**src/rtl/pwm_io_pkg.sv**
```systemverilog
// Shared encodings for the PWM IO expander serial-slave front end and register file.
package pwm_io_pkg;

    localparam logic [1:0] MODE_FIXED  = 2'b00;
    localparam logic [1:0] MODE_LINEAR = 2'b01;
    localparam logic [1:0] MODE_BANK   = 2'b10;

    localparam int REG_COUNT_DEF = 32;

    typedef enum logic [1:0] {
        IDLE = 2'd0,
        ADDR = 2'd1,
        DATA = 2'd2
    } state_t;

endpackage

```
**src/rtl/address_next_calc.sv**
```systemverilog
// Combinational pointer advance: fixed, linear wrap at REG_COUNT, or wrap inside a BANK_SIZE window.
// Zero latency; no flow control.
module address_next_calc
    import pwm_io_pkg::*;
#(
    parameter int ADDR_WIDTH = 8,
    parameter int REG_COUNT  = REG_COUNT_DEF,
    parameter int BANK_SIZE  = 8
) (
    input  logic [ADDR_WIDTH-1:0] i_ptr,
    input  logic [1:0]            i_mode,
    output logic [ADDR_WIDTH-1:0] o_next
);

    localparam logic [ADDR_WIDTH-1:0] LOW_MASK = ADDR_WIDTH'(BANK_SIZE - 1);

    logic [ADDR_WIDTH-1:0] w_inc;
    logic                  w_at_last;

    assign w_inc     = i_ptr + ADDR_WIDTH'(1);
    assign w_at_last = 32'(i_ptr) >= 32'(REG_COUNT - 1);

    always_comb begin
        o_next = i_ptr;
        case (i_mode)
            MODE_LINEAR: o_next = w_at_last ? '0 : w_inc;
            // Bank window is a power of two, so masking keeps the upper bits and wraps the low ones.
            MODE_BANK:   o_next = (i_ptr & ~LOW_MASK) | (w_inc & LOW_MASK);
            default:     o_next = i_ptr;
        endcase
    end

endmodule

```
**src/rtl/register_address_pointer.sv**
```systemverilog
// Register-address pointer: first byte of a transfer loads the pointer, later bytes strobe writes and advance it.
// Write strobe one cycle after byte_valid; no backpressure, every accepted event is consumed in its cycle.
module register_address_pointer
    import pwm_io_pkg::*;
#(
    parameter int ADDR_WIDTH = 8,
    parameter int REG_COUNT  = REG_COUNT_DEF,
    parameter int BANK_SIZE  = 8
) (
    input  logic                  CLK,
    input  logic                  _RST,
    input  logic                  start,
    input  logic                  stop,
    input  logic                  byte_valid,
    input  logic [7:0]            byte_data,
    input  logic                  rd_ack,
    input  logic [1:0]            mode,
    output logic [ADDR_WIDTH-1:0] addr,
    output logic                  wr_en,
    output logic [ADDR_WIDTH-1:0] wr_addr,
    output logic [7:0]            wr_data,
    output logic                  addr_err,
    output logic                  busy
);

    state_t                r_state;
    logic [ADDR_WIDTH-1:0] r_addr;
    logic                  r_wr_en;
    logic [ADDR_WIDTH-1:0] r_wr_addr;
    logic [7:0]            r_wr_data;
    logic                  r_err;
    logic                  r_busy;

    state_t                w_state_nxt;
    logic [ADDR_WIDTH-1:0] w_addr_nxt;
    logic                  w_wr_en_nxt;
    logic [ADDR_WIDTH-1:0] w_wr_addr_nxt;
    logic [7:0]            w_wr_data_nxt;
    logic                  w_err_nxt;
    logic [ADDR_WIDTH-1:0] w_ptr_adv;
    logic                  w_in_range;
    logic                  w_byte_oor;

    address_next_calc #(
        .ADDR_WIDTH (ADDR_WIDTH),
        .REG_COUNT  (REG_COUNT),
        .BANK_SIZE  (BANK_SIZE)
    ) u_next (
        .i_ptr  (r_addr),
        .i_mode (mode),
        .o_next (w_ptr_adv)
    );

    assign w_in_range = 32'(r_addr) < 32'(REG_COUNT);
    // Range check uses the whole byte so truncated high bits still flag an error.
    assign w_byte_oor = 32'(byte_data) >= 32'(REG_COUNT);

    always_ff @(posedge CLK or negedge _RST) begin
        if (!_RST) begin
            r_state   <= IDLE;
            r_addr    <= '0;
            r_wr_en   <= 1'b0;
            r_wr_addr <= '0;
            r_wr_data <= '0;
            r_err     <= 1'b0;
            r_busy    <= 1'b0;
        end else begin
            r_state   <= w_state_nxt;
            r_addr    <= w_addr_nxt;
            r_wr_en   <= w_wr_en_nxt;
            r_wr_addr <= w_wr_addr_nxt;
            r_wr_data <= w_wr_data_nxt;
            r_err     <= w_err_nxt;
            r_busy    <= (w_state_nxt != IDLE);
        end
    end

    always_comb begin
        w_state_nxt   = r_state;
        w_addr_nxt    = r_addr;
        w_wr_en_nxt   = 1'b0;
        w_wr_addr_nxt = r_wr_addr;
        w_wr_data_nxt = r_wr_data;
        w_err_nxt     = r_err;
        if (start) begin
            w_state_nxt = ADDR;
            w_err_nxt   = 1'b0;
        end else if (stop) begin
            w_state_nxt = IDLE;
        end else if (byte_valid && r_state == ADDR) begin
            w_addr_nxt  = byte_data[ADDR_WIDTH-1:0];
            w_err_nxt   = w_byte_oor;
            w_state_nxt = DATA;
        end else if (byte_valid && r_state == DATA) begin
            w_wr_addr_nxt = r_addr;
            w_wr_data_nxt = byte_data;
            w_addr_nxt    = w_ptr_adv;
            if (w_in_range) begin
                w_wr_en_nxt = 1'b1;
            end else begin
                w_err_nxt = 1'b1;
            end
        end else if (rd_ack && r_state != IDLE) begin
            // Reads after a repeated start advance from the retained pointer.
            w_addr_nxt = w_ptr_adv;
        end
    end

    assign addr     = r_addr;
    assign wr_en    = r_wr_en;
    assign wr_addr  = r_wr_addr;
    assign wr_data  = r_wr_data;
    assign addr_err = r_err;
    assign busy     = r_busy;

endmodule

```
**config.mk**
```make
export PLATFORM = sky130hd
export DESIGN_NAME = register_address_pointer
export DESIGN_NICKNAME = d
export VERILOG_FILES = /design/src/rtl/pwm_io_pkg.sv /design/src/rtl/address_next_calc.sv /design/src/rtl/register_address_pointer.sv
export SDC_FILE = /design/constraint.sdc
export NUM_CORES = 1
export LEC_CHECK = 0
export CORE_ASPECT_RATIO = 1.25
export CORE_MARGIN = 3
export CORE_UTILIZATION = 47
export DETAILED_ROUTE_END_ITERATION = 8
export PLACE_DENSITY = 0.77
export RECOVER_POWER = 100
export REMOVE_ABC_BUFFERS = 1
export SLEW_MARGIN = 0
export SYNTH_ARGS = -nofsm -noshare
export SYNTH_HDL_FRONTEND = slang
export SYNTH_HIERARCHICAL = 1
export SYNTH_SLANG_ARGS = --single-unit
export TNS_END_PERCENT = 10
```
**constraint.sdc**
```tcl
create_clock -name CLK -period 2.1 [get_ports CLK]
set_input_delay 0.21 -clock CLK [delete_from_list [all_inputs] [get_ports CLK]]
set_output_delay 0.21 -clock CLK [all_outputs]
set_load 0.005 [all_outputs]
```
# Yosys cells after proc, flatten, opt, wreduce, memory -nomap -nowiden
# Cells that the tools add are included.
# W data, S select, Z words.
[totals] ff_bits=29 latch_bits=0 mem_bits_rw=0 romBits=0 input_bits=16 out_inout_bits=27 wordCells=49 n_memories=0
[op_classes] add_sub_neg=1 n_mul=0 n_div=0 magnitude_cmp=3 eq_ne=6 shift=0 n_mux=18 bitwise=4 reduce_logical=10
[ops] op="$mux W8" n=4
[ops] op="$pmux W8 S2" n=1
[ops] op="$mux W1" n=10
[ops] op="$add A8 B1 Y8 const B" n=1
[ops] op="$ge A8 B5 Y1 const B" n=1
[ops] op="$ge A8 B6 Y1 const B" n=1
[ops] op="$lt A8 B6 Y1 const B" n=1
[ops] op="$or A8 B3 Y8" n=1
[ops] op="$mux W2" n=3
[ops] op="$reduce_and A3 Y1" n=2
[ops] op="$reduce_bool A3 Y1" n=2
[ops] op="$eq A2 B1 Y1 const B" n=2
[ops] op="$eq A2 B2 Y1 const B" n=2
[ops] op="$reduce_and A4 Y1" n=1
[ops] op="$reduce_bool A2 Y1" n=2
[ops] op="$logic_and A1 B1 Y1" n=3
[ops] op="$ne A3 B2 Y1 const B" n=1
[ops] op="$not A1 Y1" n=3
[ops] op="$ne A2 B2 Y1 const B" n=1

# Longest topological paths before layout
[depth] depth_word=6 ltp_mapped=8 depth_no_buf=7

# By module
# Netlist, hierarchy kept.
[by_module_without_submodules] module="register_address_pointer" instances=1 cells_each=82 area_each_um2=1249.9 seq_area_each_um2=725.7
[by_module_without_submodules] module="address_next_calc" instances=1 cells_each=32 area_each_um2=219.0 seq_area_each_um2=0.0

# Worst setup path before layout
# OpenSTA, ideal clock, no wires.
[synth_path] path_kind="reg2reg" startpoint="register r_state[1]" endpoint="register r_addr[0], in the netlist addr[0]" setup_time_ps=125 arrival_ps=1551 required_time_ps=1975 path_slack_ps=425 stages_incl_launch_ff=4 n_path_buf=0 period_less_slack_ps=1675 cell_sequence="dfrtp_1 -> a21bo_1 -> a2111oi_4 -> mux2_2"
[synth_via] elab_chain_cells=4 word_cells_on_any_way=10 cone_classes="eq/ne: 2; mux: 2; reduce/logical: 6"
[synth_rtl] element="start, declared" line_no="register_address_pointer.sv:26" rtl="state_t r_state;"
[synth_rtl] element="start signal, assigned" line_no="register_address_pointer.sv:68" rtl="r_state <= w_state_nxt;"
[synth_rtl] element="$eq A2 B1 Y1, or another cell as far along" line_no="register_address_pointer.sv:90" rtl="end else if (byte_valid && r_state == ADDR) begin"
[synth_rtl] element="$logic_and A1 B1 Y1 (on tied branches)" line_no="register_address_pointer.sv:90, register_address_pointer.sv:94, register_address_pointer.sv:103"
[synth_rtl] element="$reduce_bool A3 Y1 (no source line) or $mux W8 (tied branches)"
[synth_rtl] element="$reduce_and A3 Y1 (no source line) or $mux W8 (tied branches)"
[synth_rtl] element="end signal, assigned" line_no="register_address_pointer.sv:69" rtl="r_addr <= w_addr_nxt;"
[synth_rtl] element="end, declared" line_no="register_address_pointer.sv:27" rtl="logic [ADDR_WIDTH-1:0] r_addr;"
# Several ways; a longest one is shown, not always the timed one.
# A chain may end at the register's enable or synchronous reset.

# Worst setup path after layout
[layout_path] startpoint="input mode[0]" endpoint="register r_addr[3], in the netlist addr[3]"
[layout_via] elab_chain_cells=5 word_cells_on_any_way=6 cone_classes="eq/ne: 2; mux: 4"
[layout_rtl] element="start, declared" line_no="register_address_pointer.sv:17" rtl="input logic [1:0] mode,"
[layout_rtl] element="$eq A2 B2 Y1 or $eq A2 B1 Y1 (tied branches)" line_no="address_next_calc.sv:25" rtl="case (i_mode)"
[layout_rtl] element="$pmux W8 S2 *" line_no="address_next_calc.sv:25"
[layout_rtl] element="net w_ptr_adv[3]" line_no="register_address_pointer.sv:40" rtl="logic [ADDR_WIDTH-1:0] w_ptr_adv;"
[layout_rtl] element="$mux W8" line_no="register_address_pointer.sv:103" rtl="end else if (rd_ack && r_state != IDLE) begin"
[layout_rtl] element="$mux W8 *" line_no="register_address_pointer.sv:94" rtl="end else if (byte_valid && r_state == DATA) begin"
[layout_rtl] element="$mux W8 *" line_no="register_address_pointer.sv:90"
# Mark *: on every way through the listed nets, which the timed path passes. The rest lies on a longest branch. The select of a mux whose other input is x is not followed.

==> impl_results.md <==
* Initial cell density of the core at 0.494
* Part of the power in registers at 0.474
* Num CTS Buffers at 5
* Length of the first detailed-routing pass in iterations at 4
* Layout Area Growth over Synthesis at 37.6%
* Cell area after placement at 0.00198 sq mm
* Hold-fix buffer count after cts at 0
* Initial antenna violation count at 0
* Max-slew violations at 30
* Placeable core region at between 0.002 and 0.003 sq mm
* Flop and latch count out of synthesis at 29
* H-Tree Level Count at 2
* TritonCTS sink count at 29
* Min Hold Slack at a little over 0.5 ns
* Required arrival time at the worst endpoint at between 2 and 2.5 ns
* # Max-Cap Violations at 1
* Internal cell power at about 1.1 mW
* Failing checks: max-capacitance violations, max-slew violations
* Final Hold Viols at 0
* Layout cell share with drive strength beyond 1 at 0.278
* Setup slack of the most critical reg-to-reg path at 0.26 ns
* Final Routed Wirelength at roughly 3.1 mm
* Die height at a little under 70 um
* Combinational share of power at 0.339
* Max frequency at between 0.5 and 0.6 GHz
* Number of nets with antenna violations after routing at 0
* Critical path destination: addr[3]
* Drt initial violations at 13
* Syn avg cell area at 12.9 sq um
* Maximum fanout along the worst path at 9
* Quantity of gates resized following cts at 0
* Diode insertion count for antenna repair at 0
* Area of the multi-input gates at 706 sq um
* Vias per cell at 5.41
* Vias after detailed routing at about 1,100
* Series of cell instances along the critical path: clkdlybuf4s50_1 -> inv_1 -> ha_1 -> nor2_1 -> mux2i_1 -> o21ai_0 -> mux2_2 -> mux2_2
* Result of the run: complete, but fails checks
* Min-delay worst type: flop to flop
* Final weighted congestion in routability-driven placement at a little under 0.8
* Setup repair after global routing missed its margin: no
* Top cells by area in the synthesized netlist: sky130_fd_sc_hd__dfrtp_1, sky130_fd_sc_hd__mux2_2, sky130_fd_sc_hd__ha_1, sky130_fd_sc_hd__mux2i_1, sky130_fd_sc_hd__a2111oi_4
* FF+latch area at 726 sq um
* Clk_lat worst skew at approximately 0.31 ns
* Die width at around 56 um
* Relative slew slack at -0.0288
* Worst clock skew at ~0.0063 ns
* Post-synth ARST share at 1.00
* Critical-path cell with the highest stage delay: sky130_fd_sc_hd__clkdlybuf4s50_1
* Total global routing track utilization at 0.181
* Power density of the placed cells at approximately 820 mW/mm^2
* Final cell area excluding filler cells at around 0.002 sq mm
* Buffers inserted by post-CTS timing repair at 0
* WP data arrival at ~2.1 ns
* Largest net degree at the start of global routing at 30
* Ys Warns at 6
* Net switching power figure at 0.508 mW
* Number of remaining DRC errors at 0
* Switching fraction of total power at 0.308
* Total setup violations reported at the end of the flow at 0
* Slew at the pin closest to its max-slew limit at ~1.5 ns
* Final critical path time including I/O delays and setup at between 1.5 and 2 ns
* Origin of the critical flop-to-flop path: addr[5]
* Clock share of power at 0.187
* Setup crit end kind: flop
* Highest cell delay on the worst timing path at about 0.48 ns
* Worst voltage drop across the vdd grid at ~0.56 mV
* CTS Root Cell: sky130_fd_sc_hd__clkbuf_4
* Final Cycle Share at 0.899
* IO buf count at 42
* Vias in the first global route at ~1,100
* Cell type contributing the most total cell area after synthesis: sky130_fd_sc_hd__dfrtp_1
* Top-area cell type share of the netlist area at 0.494
* Number of top-level pins at between 40 and 50
* Startpoint type of the worst setup path: input port
* Post-synthesis instance area at between 0.001 and 0.0015 sq mm
* R2r worst-path depth at 5
* Clock tree from TritonCTS: yes
* Number of placement rows at 22
* Synth unique cells at 30
* Full die area at between 0.003 and 0.004 sq mm
* CTS Buffer Depth at 2
* Final layout net count at around 190
* Startpoint of the most critical setup path: mode[0]
* Post-synthesis instance total at approximately 110
* Start-to-end type of the worst setup path: input port to flop
* Global-route congestion overflow total at 0
* Ys flop type: sky130_fd_sc_hd__dfrtp_1
* Filler cell count at around 230
* First-pass GRT wire length at around 5.3 mm
* Clock input transition at the sequential cells of the worst setup and hold paths at approximately 0.080 ns
* Sequential element share of the synthesized area at 0.494
* Average detailed-routed wire length per instance at around 15 um
* End of the worst register-to-register path: addr[3]
* Reported leakage power at just under 1 nW
* Most numerous cell on the critical path: sky130_fd_sc_hd__mux2_2
* Count of flip-flops with a built-in enable after synthesis at 0
[logic make-up after synthesis]
| group | synth area share |
|---|---|
| AO/OA/AOI/OAI | 0.0954 |
| XOR/XNOR | 0.00596 |
| adder cells (fa/ha/maj) | 0.0256 |
| buffers and inverters | 0.0255 |
| flip-flops | 0.494 |
| multiplexers | 0.266 |
| AND/OR/NAND/NOR | 0.0877 |
[power by group through the flow]
stage / clock network, mW / logic, mW / registers (mW)
floorplan: 0 / 0.262 / 0.785
global placement: 0 / 0.586 / 0.784
detailed placement: 0 / 0.605 / 0.800
CTS: 0.318 / 0.607 / 0.788
global route: 0.344 / 0.616 / 0.808
finish: 0.308 / 0.559 / 0.781
[routing by layer]
| metal | part of all wire | GRT usage |
|---|---|---|
| met3 | 0.042 | 0.0447 |
| met2 | 0.53 | 0.317 |
| met4 | 0.016 | 0.0801 |
| met1 | 0.41 | 0.212 |
| met5 | 0 | 0 |
[sequential cells by signal, summed over array words and instances (netlist names)]
name      flops
r_state       2
wr_en         1
busy          1
addr          8
wr_addr       8
wr_data       8
addr_err      1
[metrics by stage]
step	util	worst slack [ns]	TNS, ns	cells	power, mW
after floorplan	-	0.0342	0	111	1.05
after global placement	0.665	-0.0369	-0.126	197	1.37
after detailed placement	0.665	-0.0878	-0.504	197	1.40
after CTS	0.681	0.251	0	205	1.71
after global routing	0.680	0.131	0	205	1.77
final	0.680	0.212	0	205	1.65
[how the worst min path moves through the flow]
| stage | startpoint | to | depth (start not counted) |
|---|---|---|---|
| 2_1_floorplan | _RST | addr[0] | 0 |
| 4_1_cts | _RST | r_state[0] | 2 |
| 3_5_place_dp | wr_data[5] | wr_data[5] | 1 |
| 6_report | wr_addr[7] | wr_addr[7] | 1 |
| 5_1_grt | wr_addr[7] | wr_addr[7] | 1 |
| 3_3_place_gp | wr_data[1] | wr_data[1] | 1 |
[placed cells by master (no fill, tap or decap)]
master	Yosys	layout
sky130_fd_sc_hd__a31o_2	1	1
sky130_fd_sc_hd__ha_1	3	3
sky130_fd_sc_hd__o21ai_0	4	5
sky130_fd_sc_hd__dfrtp_1	29	29
sky130_fd_sc_hd__clkbuf_1	1	4
sky130_fd_sc_hd__nor3_1	2	2
sky130_fd_sc_hd__nor2_1	5	5
sky130_fd_sc_hd__nand3_1	2	2
sky130_fd_sc_hd__nand3b_1	1	1
sky130_fd_sc_hd__nor4b_1	1	1
sky130_fd_sc_hd__nor4bb_1	2	2
sky130_fd_sc_hd__inv_1	5	5
sky130_fd_sc_hd__mux2_2	32	32
sky130_fd_sc_hd__a21oi_1	4	4
sky130_fd_sc_hd__dlygate4sd3_1	0	28
sky130_fd_sc_hd__clkdlybuf4s50_1	0	14
sky130_fd_sc_hd__o21bai_1	1	1
sky130_fd_sc_hd__a21bo_1	1	1
sky130_fd_sc_hd__or4b_4	1	1
sky130_fd_sc_hd__o31ai_1	2	2
sky130_fd_sc_hd__and3_1	1	1
sky130_fd_sc_hd__buf_4	2	7
sky130_fd_sc_hd__mux2i_1	3	3
sky130_fd_sc_hd__xor2_1	1	1
sky130_fd_sc_hd__a221oi_1	1	1
sky130_fd_sc_hd__a41o_1	1	1
sky130_fd_sc_hd__nand4b_1	1	1
sky130_fd_sc_hd__nand2b_1	1	1
sky130_fd_sc_hd__a211oi_1	1	1
sky130_fd_sc_hd__clkbuf_4	0	5
sky130_fd_sc_hd__a2111oi_4	1	1
sky130_fd_sc_hd__nor2b_1	3	3
[critical path, delay by kind of cell]
family	cells	cell delay [ns]
buffers and inverters	2	0.53
multiplexers	3	0.69
AND/OR/NAND/NOR	1	0.09
AO/OA/AOI/OAI	1	0.12
adder cells (fa/ha/maj)	1	0.44
[area by class of cell]
class                           count  area share
Clock buffer                        8      0.0241
Sequential cell                    29       0.359
Tap cell                           36      0.0223
Timing Repair Buffer               50       0.236
Multi-Input combinational cell     77       0.349
Inverter                            5     0.00929
[cells in the mapped netlist (2+ instances only)]
cell and instances:
sky130_fd_sc_hd__nor2b_1 3, sky130_fd_sc_hd__nor4bb_1 2, sky130_fd_sc_hd__nand3_1 2, sky130_fd_sc_hd__o31ai_1 2
sky130_fd_sc_hd__o21ai_0 4, sky130_fd_sc_hd__ha_1 3, sky130_fd_sc_hd__a21oi_1 4, sky130_fd_sc_hd__nor2_1 5
sky130_fd_sc_hd__mux2i_1 3, sky130_fd_sc_hd__nor3_1 2, sky130_fd_sc_hd__mux2_2 32, sky130_fd_sc_hd__inv_1 5
sky130_fd_sc_hd__buf_4 2, sky130_fd_sc_hd__dfrtp_1 29
Power figures use the tool's default switching activity.
